`src/rtl/mips_cpu_pkg.sv`:
```
// mips_cpu_pkg: shared types and constants for the MIPS CPU front end.
//   fetch_state_t        - pc_fetch controller states
//   DEFAULT_RESET_VECTOR - first PC fetched after reset
//   DEFAULT_HALT_ADDR    - PC at which execution ends
//   INSTR_BYTES          - sequential PC increment
package mips_cpu_pkg;

    typedef enum logic [1:0] {
        FETCH  = 2'd0,
        HOLD   = 2'd1,
        HALTED = 2'd2
    } fetch_state_t;

    localparam logic [31:0] DEFAULT_RESET_VECTOR = 32'hBFC0_0000;
    localparam logic [31:0] DEFAULT_HALT_ADDR    = 32'h0000_0000;
    localparam logic [31:0] INSTR_BYTES          = 32'd4;

endpackage

```
`src/rtl/pc_fetch_if.sv`:
```
// pc_fetch_if: instruction-memory read bus (Avalon-MM style, read only).
//   imem_address     - byte address, driven by the fetch unit
//   imem_read        - read request, driven by the fetch unit
//   imem_waitrequest - memory stall, request must stay unchanged while high
//   imem_readdata    - instruction word, valid when read=1 and waitrequest=0
// Modports: master (fetch unit), slave (memory).
interface pc_fetch_if;

    logic [31:0] imem_address;
    logic        imem_read;
    logic        imem_waitrequest;
    logic [31:0] imem_readdata;

    modport master (
        output imem_address,
        output imem_read,
        input  imem_waitrequest,
        input  imem_readdata
    );

    modport slave (
        input  imem_address,
        input  imem_read,
        output imem_waitrequest,
        output imem_readdata
    );

endinterface

```
`src/rtl/pc_fetch.sv`:
```
// pc_fetch: instruction fetch unit with one architectural branch delay slot.
// Fetches one word per instruction, holds it for the core until it is
// retired with 'advance', then fetches the next PC (sequential, delay slot
// or pending branch target). Execution stops when the next PC equals
// HALT_ADDR.
// Ports:
//   clk, rst_n  - clock, synchronous active-low reset
//   imem        - instruction memory bus (pc_fetch_if.master)
//   pcnext      - next PC from next-PC logic, sampled on advance
//   redirect    - pcnext is a taken branch/jump target
//   advance     - core retires the instruction in instr
//   pc, instr   - registered instruction and its address
//   instr_valid - pc/instr valid for the core
//   active      - low once halted
//   align_fault - (FETCH_ALIGN_CHECK_EN only) sticky misaligned-target flag
// Build option: define FETCH_ALIGN_CHECK_EN to halt on misaligned targets;
// otherwise imem_address bits [1:0] are forced to zero.
module pc_fetch
    import mips_cpu_pkg::*;
#(
    parameter logic [31:0] RESET_VECTOR = DEFAULT_RESET_VECTOR,
    parameter logic [31:0] HALT_ADDR    = DEFAULT_HALT_ADDR
) (
    input  logic        clk,
    input  logic        rst_n,
    pc_fetch_if.master  imem,
    input  logic [31:0] pcnext,
    input  logic        redirect,
    input  logic        advance,
    output logic [31:0] pc,
    output logic [31:0] instr,
    output logic        instr_valid,
    output logic        active
`ifdef FETCH_ALIGN_CHECK_EN
    ,
    output logic        align_fault
`endif
);

    fetch_state_t state_q, state_d;

    logic [31:0] fetch_pc_q;
    logic [31:0] pc_q;
    logic [31:0] instr_q;
    logic [31:0] pend_q;        // branch target waiting behind its delay slot
    logic        pend_valid_q;  // instruction in HOLD is a delay slot

    logic [31:0] next_fetch_pc;
    logic        misaligned;
    logic        stop_fetch;

    // Target of the fetch that follows the retiring instruction. A delay
    // slot always resolves to the pending target, so redirect is ignored.
    always_comb begin
        next_fetch_pc = pcnext;
        if (pend_valid_q) begin
            next_fetch_pc = pend_q;
        end else if (redirect) begin
            next_fetch_pc = pc_q + INSTR_BYTES;
        end
    end

`ifdef FETCH_ALIGN_CHECK_EN
    assign misaligned = (next_fetch_pc[1:0] != 2'b00);
`else
    assign misaligned = 1'b0;
`endif

    assign stop_fetch = (next_fetch_pc == HALT_ADDR) || misaligned;

    // State register
    always_ff @(posedge clk) begin
        if (!rst_n) begin
            state_q <= FETCH;
        end else begin
            state_q <= state_d;
        end
    end

    // Next-state logic
    always_comb begin
        state_d = state_q;
        unique case (state_q)
            FETCH:  if (!imem.imem_waitrequest) state_d = HOLD;
            HOLD:   if (advance) state_d = stop_fetch ? HALTED : FETCH;
            HALTED: state_d = HALTED;
            default: state_d = FETCH;
        endcase
    end

    // Outputs. The read request is gated by rst_n so a request in flight
    // is dropped during the reset cycle rather than one cycle later.
    always_comb begin
        imem.imem_read = rst_n && (state_q == FETCH);
`ifdef FETCH_ALIGN_CHECK_EN
        imem.imem_address = fetch_pc_q;
`else
        imem.imem_address = {fetch_pc_q[31:2], 2'b00};
`endif
        instr_valid = (state_q == HOLD);
        active      = (state_q != HALTED);
        pc          = pc_q;
        instr       = instr_q;
    end

    // Datapath registers
    always_ff @(posedge clk) begin
        if (!rst_n) begin
            fetch_pc_q   <= RESET_VECTOR;
            pc_q         <= RESET_VECTOR;
            instr_q      <= '0;
            pend_q       <= '0;
            pend_valid_q <= 1'b0;
`ifdef FETCH_ALIGN_CHECK_EN
            align_fault  <= 1'b0;
`endif
        end else begin
            unique case (state_q)
                FETCH: begin
                    if (!imem.imem_waitrequest) begin
                        instr_q <= imem.imem_readdata;
                        pc_q    <= fetch_pc_q;
                    end
                end
                HOLD: begin
                    if (advance) begin
                        fetch_pc_q <= next_fetch_pc;
                        if (pend_valid_q) begin
                            pend_valid_q <= 1'b0;
                        end else if (redirect) begin
                            pend_q       <= pcnext;
                            pend_valid_q <= 1'b1;
                        end
`ifdef FETCH_ALIGN_CHECK_EN
                        if (misaligned) align_fault <= 1'b1;
`endif
                    end
                end
                default: ;
            endcase
        end
    end

endmodule

```
`src/flat_wrapper.sv`:
```
// flat-port wrapper written by rule: the top's interface ports become plain ports
module pc_fetch_flat import mips_cpu_pkg::*;
#(
    parameter logic [31:0] RESET_VECTOR = DEFAULT_RESET_VECTOR,
    parameter logic [31:0] HALT_ADDR    = DEFAULT_HALT_ADDR
)
  (clk, rst_n, pcnext, redirect, advance, pc, instr, instr_valid, active, imem_imem_address, imem_imem_read, imem_imem_waitrequest, imem_imem_readdata);
  pc_fetch_if imem_i ();
  input  logic clk;
  input  logic rst_n;
  input  logic [31:0] pcnext;
  input  logic redirect;
  input  logic advance;
  output logic [31:0] pc;
  output logic [31:0] instr;
  output logic instr_valid;
  output logic active;
  output wire logic [$bits(imem_i.imem_address)-1:0] imem_imem_address;
  output wire logic [$bits(imem_i.imem_read)-1:0] imem_imem_read;
  input wire logic [$bits(imem_i.imem_waitrequest)-1:0] imem_imem_waitrequest;
  input wire logic [$bits(imem_i.imem_readdata)-1:0] imem_imem_readdata;
  assign imem_imem_address = imem_i.imem_address;
  assign imem_imem_read = imem_i.imem_read;
  assign imem_i.imem_waitrequest = imem_imem_waitrequest;
  assign imem_i.imem_readdata = imem_imem_readdata;
  pc_fetch #(.RESET_VECTOR(RESET_VECTOR), .HALT_ADDR(HALT_ADDR)) u_core (.clk(clk), .rst_n(rst_n), .imem(imem_i), .pcnext(pcnext), .redirect(redirect), .advance(advance), .pc(pc), .instr(instr), .instr_valid(instr_valid), .active(active));
endmodule
```
`config.mk`:
```
export PLATFORM = sky130hd
export DESIGN_NAME = pc_fetch_flat
export DESIGN_NICKNAME = d
export VERILOG_FILES = /design/src/rtl/mips_cpu_pkg.sv /design/src/rtl/pc_fetch_if.sv /design/src/rtl/pc_fetch.sv /design/src/flat_wrapper.sv
export SDC_FILE = /design/constraint.sdc
export NUM_CORES = 1
export LEC_CHECK = 0
export BUFFER_PORTS_ARGS = -buffer_cell sky130_fd_sc_hd__buf_2
export CORE_MARGIN = 2
export CORE_UTILIZATION = 45
export CTS_BUF_LIST = sky130_fd_sc_hd__clkbuf_8 sky130_fd_sc_hd__clkbuf_16
export DETAILED_ROUTE_END_ITERATION = 10
export GPL_ROUTABILITY_DRIVEN = 0
export GPL_TIMING_DRIVEN = 0
export MAX_ROUTING_LAYER = met4
export PLACE_DENSITY = 0.69
export SLEW_MARGIN = 15
export SYNTH_ARGS = -nofsm -noshare
export SYNTH_HDL_FRONTEND = slang
export SYNTH_SLANG_ARGS = --single-unit
```
`constraint.sdc`:
```
create_clock -name clk -period 4.07 [get_ports clk]
set_input_delay 0.6105 -clock clk [delete_from_list [all_inputs] [get_ports clk]]
set_output_delay 0.6105 -clock clk [all_outputs]
set_load 0.1 [all_outputs]
```
==> flow_summary_export.csv, run 1 <==
group,metric,value,unit
routing,wirelength,21.1,mm
synthesis,ys_async_sr_fraction,0,
timing,tightest_slew,1.07,ns
setup_path,r2r_cells,9,
grt,track_usage,0.300,
routing,antenna_left,0,
clocking,cts_buffers,17,
floorplanning,boundaryPins,168,
setup_path,ff2ff_setup_slack,0.57,ns
job,maxCapViolCount,0,
timing,fin_crit,3.50,ns
layout,area.growth.synth_to_final,27.6,%
setup_path,critPathKind,"flip-flop to flip-flop",
timing,finalHoldViolCount,0,
floorplanning,start_util,0.462,
setup_path,r2r_start,"u_core.pc[2]$_SDFFE_PN0P_",
routing,drtPass1Iterations,5,
setup_path,worst_setup_path_end_kind,"flip-flop",
grt,grt_pass1_vias,5971,
floorplanning,die_y,121,um
floorplanning,rows,42,
routing,drt_iter0_markers,601,
routing,routed_via_density,5.53,
power_and_ir_drop,p_per_area,486,nW/um^2
timing,setup_violations,0,
min_path,worstHoldPathType,"input port to flip-flop",
synthesis,avgSynthCellArea,7.47,um^2
synthesis,synthCells,822,
power_and_ir_drop,max-vdd-ir-drop,0.287,mV
clocking,cts_buffer_depth,2,
clocking,cts.root.buffer_cell,"clkbuf_16",
synthesis,syn_area,6140,um^2
clocking,ctsResizeCount,0,
timing,grt_setup_unrepaired,"no",
power_and_ir_drop,p_leak,3.21,nW
floorplanning,die_w,121,um
timing,hold_slack,0.415,ns
setup_path,critPathLaunch,"u_core.pc[2]$_SDFFE_PN0P_",
layout,nets,1076,
place,io_buffers,164,
min_path,min_path_cells,3,
place,dp_cells,1163,
clocking,cts.hold.buffers_added,0,
timing,clock.fmax,286,MHz
setup_path,rr_endpoint,"u_core.state_q[1]$_SDFFE_PN0P_",
synthesis,synth-main-ff-cell,"dfxtp_1",
timing,max_slew_margin,0.279,
timing,fin_crit_sh,0.860,
layout,nFillCells,1251,
setup_path,arrival,3.87,ns
floorplanning,dieArea,14600,um^2
clocking,htreeDepth,4,
place,dp_hpwl,15.2,mm
grt,overflow,0,
routing,drc,0,
timing,tns,0,ns
synthesis,synth-seq-cells,131,
layout,final_common_cell,"nand2_1",
routing,routedWlPerCell,17.6,um
min_path,min_from,"imem_imem_readdata[28]",
floorplanning,coreArea,13300,um^2
clocking,path_clk_slew,0.06,ns
clocking,clk_latency,0.43,ns
clocking,cts_tree,"yes",
grt,grt_pass1_wl,32.3,mm
setup_path,path_max_fanout,10,
layout,fin_area,7840,um^2
outcome,status,"complete, no violations",
min_path,min_to,"u_core.instr[28]$_SDFFE_PN0P_",
layout,fin_cells,1195,
synthesis,seq_area_frac_synth,0.427,
layout,drive_gt1_frac,0.241,
routing,num_vias,6612,
layout,layout_common_cells,"nand2_1, buf_2, dfxtp_1",
synthesis,synth_cell_types,51,
synthesis,synth_edf_count,0,
clocking,cts_sinks,131,
synthesis,ys_warn_count,0,
grt,antenna_found_initial,0,
setup_path,required,4.44,ns
clocking,cts_setup_buffers,0,
place,placed_cell_area,7190,um^2
grt,grt_max_degree,17,
timing,slew_viol_final,0,
setup_path,worstSetupStartpointType,"flip-flop",
timing,finalClockSkew,0.00730,ns
layout,antenna_cells,0,
## critical path, stage by stage (launching register included)
cell	delay, ns
dfxtp_1	0.47
ha_1	0.28
nand4_2	0.25
nor4_1	0.97
or4bb_1	0.22
and3_1	0.23
o2111ai_1	0.13
nor4b_1	0.59
nand4_1	0.20
nand2_1	0.11
## flip-flops by register name, indices dropped and copies added (netlist names)
register and cells:
u_core.pc 32, u_core.pend_valid_q 1, u_core.instr 32, u_core.fetch_pc_q 32, u_core.pend_q 32, u_core.state_q 2
## report_power, final
group / switching (mW) / total [mW] / internal [mW]
Sequential: 0.0487 / 1.39 / 1.34
Clock: 0.595 / 1.69 / 1.10
Combinational: 0.569 / 0.724 / 0.155
## cells in the mapped netlist (6+ instances only)
master	count	area, um^2
a211oi_1	29	218
nand4_1	11	68.8
o21ai_0	27	135
dfxtp_1	131	2620
nor4_1	11	68.8
nand2_1	219	822
clkbuf_1	44	165
nor3_1	15	75.1
buf_4	34	255
o31ai_1	6	45.0
xor2_1	6	52.6
xnor2_1	12	105
nor2_1	48	180
nand3_1	21	105
buf_2	10	50.1
a21oi_1	120	601
nor3b_1	6	45.0
## stage by stage
stage / util / total power [mW] / worst slack (ns)
finish: 0.589 / 3.80 / 0.569
floorplan: - / 1.96 / 0.475
global route: 0.589 / 3.91 / 0.401
CTS: 0.589 / 3.80 / 0.817
global placement: 0.540 / 2.12 / 0.752
detailed placement: 0.540 / 2.13 / 0.720
## area by class of cell
class,instances,area (um^2),area share
repair buffers,164,821,0.105
inverters,5,18.8,0.00240
well taps,176,220,0.0281
multi-input cells,593,3000,0.383
clock buffers,18,439,0.0561
flip-flops and latches,131,2620,0.335
plain buffers,94,502,0.0640
clock inverters,14,210,0.0268
## cell families after synthesis
kind of cell / after synthesis / synth area share
DFF: 131 / 0.427
buffers and inverters: 99 / 0.0848
other: 1 / 0.000611
xor gates and xnor gates: 18 / 0.0257
and+or+nand+nor: 365 / 0.264
adders and majority gates: 1 / 0.00204
muxes: 3 / 0.00489
AOI/OAI and AO/OA: 204 / 0.191
## worst max-delay path by stage
stage                                         end  slack (ns)  depth (start not counted)
2_1_floorplan                      imem_imem_read        0.48                          3
3_3_place_gp   u_core.fetch_pc_q[26]$_SDFFE_PN1P_        0.75                          8
3_5_place_dp   u_core.fetch_pc_q[26]$_SDFFE_PN1P_        0.72                          8
4_1_cts            u_core.state_q[1]$_SDFFE_PN0P_        0.82                          9
5_1_grt            u_core.state_q[1]$_SDFFE_PN0P_        0.40                          9
6_report           u_core.state_q[1]$_SDFFE_PN0P_        0.57                          9
## per-layer routing
layer	vias to the layer above	GRT usage	wire (um)
li1	3174	-	-
met1	3048	0.398	8990
met2	343	0.428	9340
met3	47	0.0835	2130
met4	0	0.125	616
met5	-	-	0
No activity file was read; power rests on OpenSTA's default activity.
==> run 2, diff against run 1 <==
--- a/config.mk
+++ b/config.mk
@@ -6,6 +6,7 @@
 export NUM_CORES = 1
 export LEC_CHECK = 0
 export BUFFER_PORTS_ARGS = -buffer_cell sky130_fd_sc_hd__buf_2
+export CORE_ASPECT_RATIO = 0.7
 export CORE_MARGIN = 2
 export CORE_UTILIZATION = 45
 export CTS_BUF_LIST = sky130_fd_sc_hd__clkbuf_8 sky130_fd_sc_hd__clkbuf_16
@@ -14,6 +15,7 @@
 export GPL_TIMING_DRIVEN = 0
 export MAX_ROUTING_LAYER = met4
 export PLACE_DENSITY = 0.69
+export RECOVER_POWER = 100
 export SLEW_MARGIN = 15
 export SYNTH_ARGS = -nofsm -noshare
 export SYNTH_HDL_FRONTEND = slang
==> flow_summary_export.csv, run 2 (synthesis results as in run 1) <==
group,metric,value,unit
outcome,status,"complete, no violations",
power_and_ir_drop,p_per_area,469,nW/um^2
layout,drive_gt1_frac,0.137,
floorplanning,dieArea,14600,um^2
power_and_ir_drop,p_leak,2.79,nW
timing,grt_setup_unrepaired,"no",
clocking,cts.hold.buffers_added,0,
clocking,cts_sinks,131,
routing,num_vias,6531,
grt,grt_max_degree,17,
routing,drt_iter0_markers,825,
layout,area.growth.synth_to_final,24.0,%
place,place_ws,0.737,ns
routing,drtPass1Iterations,5,
clocking,ctsResizeCount,0,
floorplanning,coreArea,13200,um^2
timing,tns,0,ns
grt,track_usage,0.299,
layout,regArea,2620,um^2
layout,nFillCells,1367,
power_and_ir_drop,finalPower,3.57,mW
clocking,cts.root.buffer_cell,"clkbuf_16",
setup_path,arrival,4.16,ns
setup_path,r2r_cells,9,
job,maxCapViolCount,0,
setup_path,ff2ff_setup_slack,0.27,ns
setup_path,worstSetupStartpointType,"flip-flop",
timing,fin_ws,0.269,ns
floorplanning,rows,35,
routing,routed_via_density,5.44,
min_path,min_path_cells,3,
min_path,min_from,"imem_imem_readdata[7]",
place,dp_cells,1172,
layout,fin_cells,1201,
power_and_ir_drop,max-vdd-ir-drop,0.258,mV
floorplanning,start_util,0.464,
timing,max_slew_margin,0.200,
timing,slew_viol_final,0,
min_path,worstHoldPathType,"input port to flip-flop",
floorplanning,die_y,102,um
grt,overflow,0,
timing,clock.fmax,263,MHz
timing,fin_crit,3.80,ns
floorplanning,boundaryPins,168,
timing,setup_violations,0,
routing,wirelength,21.0,mm
timing,finalClockSkew,0.00789,ns
clocking,cts_setup_buffers,0,
clocking,htreeDepth,4,
grt,antenna_found_initial,0,
setup_path,path_max_fanout,10,
layout,multi_input_area,2990,um^2
setup_path,worst_setup_path_end_kind,"flip-flop",
layout,antenna_cells,0,
setup_path,r2r_start,"u_core.pc[2]$_SDFFE_PN0P_",
grt,grt_pass1_wl,31.8,mm
clocking,path_clk_slew,0.06,ns
timing,hold_slack,0.420,ns
clocking,cts_buffers,17,
place,dp_hpwl,15.4,mm
layout,final_common_cell,"nand2_1",
setup_path,rr_endpoint,"u_core.state_q[1]$_SDFFE_PN0P_",
layout,nets,1076,
floorplanning,die_w,144,um
clocking,cts_buffer_depth,2,
timing,fin_crit_sh,0.934,
place,io_buffers,164,
routing,routedWlPerCell,17.5,um
setup_path,critPathKind,"flip-flop to flip-flop",
routing,drc,0,
grt,grt_pass1_vias,5551,
setup_path,required,4.43,ns
layout,layout_common_cells,"nand2_1, clkbuf_1, dfxtp_1",
clocking,cts_tree,"yes",
clocking,clk_latency,0.42,ns
timing,finalHoldViolCount,0,
timing,tightest_slew,1.21,ns
routing,antenna_left,0,
min_path,min_to,"u_core.instr[7]$_SDFFE_PN0P_",
-- run 2: changes by cell type in the layout (fill, tap and decap cells not counted), moves of 2 or more --
| cell | change |
|---|---|
| clkbuf_8 | +5 |
| buf_1 | -4 |
| clkinv_4 | -2 |
| clkbuf_1 | +105 |
| bufinv_16 | -4 |
| buf_2 | -99 |
| nand4_2 | -2 |
| nand4_1 | +2 |
-- run 2: worst max-delay path, cell delays in order, from the launching register on --
cell and delay, ns:
dfxtp_1 0.47, ha_1 0.27, nand4_1 0.49, nor4_1 0.91, or4bb_1 0.22, and3_1 0.24
o2111ai_1 0.14, nor4b_1 0.67, nand4_1 0.21, nand2_1 0.11
-- run 2: area by class of cell --
class	instances	share of cell area
buffer	94	0.0641
clock buffer	23	0.0667
clock inverter	6	0.00723
inverter	5	0.00247
multi-input combinational	593	0.393
sequential	131	0.345
tap	185	0.0304
timing repair buffer	164	0.0919
-- run 2: power by group --
| part | total (mW) | switching, mW | internal, mW |
|---|---|---|---|
| logic | 0.715 | 0.573 | 0.141 |
| registers | 1.39 | 0.0480 | 1.34 |
| clock network | 1.47 | 0.547 | 0.920 |
-- run 2: worst max path at each step --
stage	slack, ns	from	end
after floorplan	0.48	rst_n	imem_imem_read
after global placement	0.74	u_core.pc[2]$_SDFFE_PN0P_	u_core.state_q[1]$_SDFFE_PN0P_
after detailed placement	0.74	u_core.pc[2]$_SDFFE_PN0P_	u_core.state_q[1]$_SDFFE_PN0P_
after CTS	0.72	u_core.pc[2]$_SDFFE_PN0P_	u_core.state_q[1]$_SDFFE_PN0P_
after global routing	0.27	u_core.pc[2]$_SDFFE_PN0P_	u_core.state_q[1]$_SDFFE_PN0P_
final	0.27	u_core.pc[2]$_SDFFE_PN0P_	u_core.state_q[1]$_SDFFE_PN0P_
-- run 2: metal layers --
| layer | up-vias | GRT usage | part of all wire | wire length [um] |
|---|---|---|---|---|
| li1 | 3155 | - | - | - |
| met3 | 21 | 0.0728 | 0.11 | 2380 |
| met4 | 0 | 0.0716 | 0.010 | 210 |
| met1 | 2998 | 0.452 | 0.48 | 10100 |
| met2 | 357 | 0.392 | 0.40 | 8340 |
| met5 | - | - | 0 | 0 |
-- run 2: per-stage QoR --
step,instance area (um^2),utilization
finish,7610,0.576
global placement,7200,0.544
detailed placement,7200,0.544
floorplan,6140,-
global route,7610,0.576
CTS,7760,0.587
==> run 3, diff against run 2 <==
--- a/config.mk
+++ b/config.mk
@@ -5,7 +5,7 @@
 export SDC_FILE = /design/constraint.sdc
 export NUM_CORES = 1
 export LEC_CHECK = 0
-export BUFFER_PORTS_ARGS = -buffer_cell sky130_fd_sc_hd__buf_2
+export BUFFER_PORTS_ARGS = -buffer_cell sky130_fd_sc_hd__buf_4
 export CORE_ASPECT_RATIO = 0.7
 export CORE_MARGIN = 2
 export CORE_UTILIZATION = 45
==> flow_summary_export.csv, run 3 (synthesis results as in run 1) <==
group,metric,value,unit
place,dp_hpwl,15.8,mm
min_path,worstHoldPathType,"input port to flip-flop",
setup_path,worstSetupStartpointType,"flip-flop",
floorplanning,start_util,0.464,
clocking,cts.root.buffer_cell,"clkbuf_16",
power_and_ir_drop,pwr-share-comb,0.203,
outcome,status,"complete, no violations",
timing,finalClockSkew,0.00610,ns
clocking,ctsResizeCount,0,
layout,final_common_cell,"nand2_1",
timing,max_slew_margin,0.195,
job,maxCapViolCount,0,
clocking,path_clk_slew,0.06,ns
place,io_buffers,164,
power_and_ir_drop,seqPwrFrac,0.381,
setup_path,cp_top_family,"simple AND/OR/NAND/NOR gates",
routing,drt_iter0_markers,784,
floorplanning,die_y,102,um
power_and_ir_drop,clkPwrFrac,0.417,
layout,drive_gt1_frac,0.143,
layout,layout_common_cells,"nand2_1, clkbuf_1, dfxtp_1",
clocking,cts_tree,"yes",
grt,antenna_found_initial,0,
routing,routed_via_density,5.52,
timing,fin_ws,0.300,ns
power_and_ir_drop,p_per_area,465,nW/um^2
power_and_ir_drop,switchingPower,1.23,mW
power_and_ir_drop,power.share.switching,0.338,
routing,antenna_left,0,
setup_path,cpPeakStageDelay,0.94,ns
power_and_ir_drop,max-vdd-ir-drop,0.248,mV
floorplanning,die_w,144,um
clocking,cts_buffers,17,
setup_path,path_cells,"ha_1 > nand4_2 > nor4_1 > or4bb_1 > and3_1 > o2111ai_1 > nor4b_1 > nand4_1 > nand2_1",
clocking,cts_setup_buffers,0,
floorplanning,dieArea,14600,um^2
setup_path,path_max_fanout,10,
clocking,cts_buffer_depth,2,
clocking,clk_latency,0.42,ns
timing,tns,0,ns
routing,drtPass1Iterations,6,
routing,wirelength,21.8,mm
setup_path,crit_buf_inv,0,
layout,nFillCells,1352,
timing,tightest_slew,1.21,ns
timing,fin_crit,3.77,ns
setup_path,worst_setup_path_end_kind,"flip-flop",
grt,overflow,0,
setup_path,arrival,4.13,ns
grt,grt_pass1_wl,33.1,mm
grt,grt_pass1_vias,5907,
routing,routedWlPerCell,18.1,um
timing,slew_viol_final,0,
timing,fin_crit_sh,0.926,
power_and_ir_drop,p_leak,2.87,nW
grt,track_usage,0.308,
setup_path,required,4.43,ns
layout,nets,1076,
floorplanning,rows,35,
setup_path,critPathKind,"flip-flop to flip-flop",
timing,grt_setup_unrepaired,"no",
timing,finalHoldViolCount,0,
layout,area.growth.synth_to_final,27.2,%
clocking,htreeDepth,4,
routing,drc,0,
grt,grt_max_degree,17,
timing,clock.fmax,265,MHz
clocking,cts.hold.buffers_added,0,
floorplanning,boundaryPins,168,
routing,num_vias,6641,
timing,setup_violations,0,
floorplanning,coreArea,13200,um^2
setup_path,critPathSlowestCell,"nor4_1",
place,place_ws,0.718,ns
power_and_ir_drop,internal-power,2.41,mW
clocking,cts_sinks,131,
layout,antenna_cells,0,
==> run 3: per-stage QoR <==
| step | power [mW] | utilization | std cells | hold WS [ns] | instance area (um^2) |
|---|---|---|---|---|---|
| 2_1_floorplan | 1.96 | - | 823 | 0.432 | 6140 |
| 3_3_place_gp | 2.18 | 0.575 | 1172 | 0.443 | 7610 |
| 3_5_place_dp | 2.18 | 0.575 | 1172 | 0.447 | 7610 |
| 4_1_cts | 3.66 | 0.619 | 1204 | 0.437 | 8190 |
| 5_1_grt | 3.73 | 0.591 | 1204 | 0.439 | 7810 |
| 6_report | 3.64 | 0.591 | 1204 | 0.437 | 7810 |
==> run 3: layer usage <==
metal	routed length [um]	GRT usage	vias to the layer above
li1	-	-	3160
met1	10100	0.456	3043
met2	8800	0.413	393
met3	2490	0.0757	45
met4	347	0.0822	0
met5	0	-	-
==> run 3: final timing paths <==
kind	start	end	slack, ns	depth (start not counted)
hold reg to reg	u_core.instr[31]$_SDFFE_PN0P_	u_core.instr[31]$_SDFFE_PN0P_	0.45	2
setup / recovery	u_core.pc[2]$_SDFFE_PN0P_	u_core.state_q[1]$_SDFFE_PN0P_	0.30	9
setup reg to reg	u_core.pc[2]$_SDFFE_PN0P_	u_core.state_q[1]$_SDFFE_PN0P_	0.30	9
hold / removal	imem_imem_readdata[4]	u_core.instr[4]$_SDFFE_PN0P_	0.44	3
==> run 3: worst min-delay path, cell delays in order <==
cell and delay, ns:
buf_4 0.11, nand2_1 0.04, a21oi_1 0.05
==> run 3: power groups by stage <==
stage | sequential, mW | clock, mW | combinational [mW]
floorplan | 1.62 | 0 | 0.340
global placement | 1.41 | 0 | 0.765
detailed placement | 1.41 | 0 | 0.767
CTS | 1.38 | 1.51 | 0.770
global route | 1.39 | 1.57 | 0.772
finish | 1.39 | 1.51 | 0.737
==> run 3: area by class of cell <==
type                       instances  area [um^2]  share of cell area
buffer                            94          494              0.0633
clock buffer                      18          439              0.0562
clock inverter                    14          139              0.0178
inverter                           5         18.8             0.00240
multi-input combinational        593         3000               0.384
sequential                       131         2620               0.336
tap                              185          231              0.0296
timing repair buffer             164          867               0.111
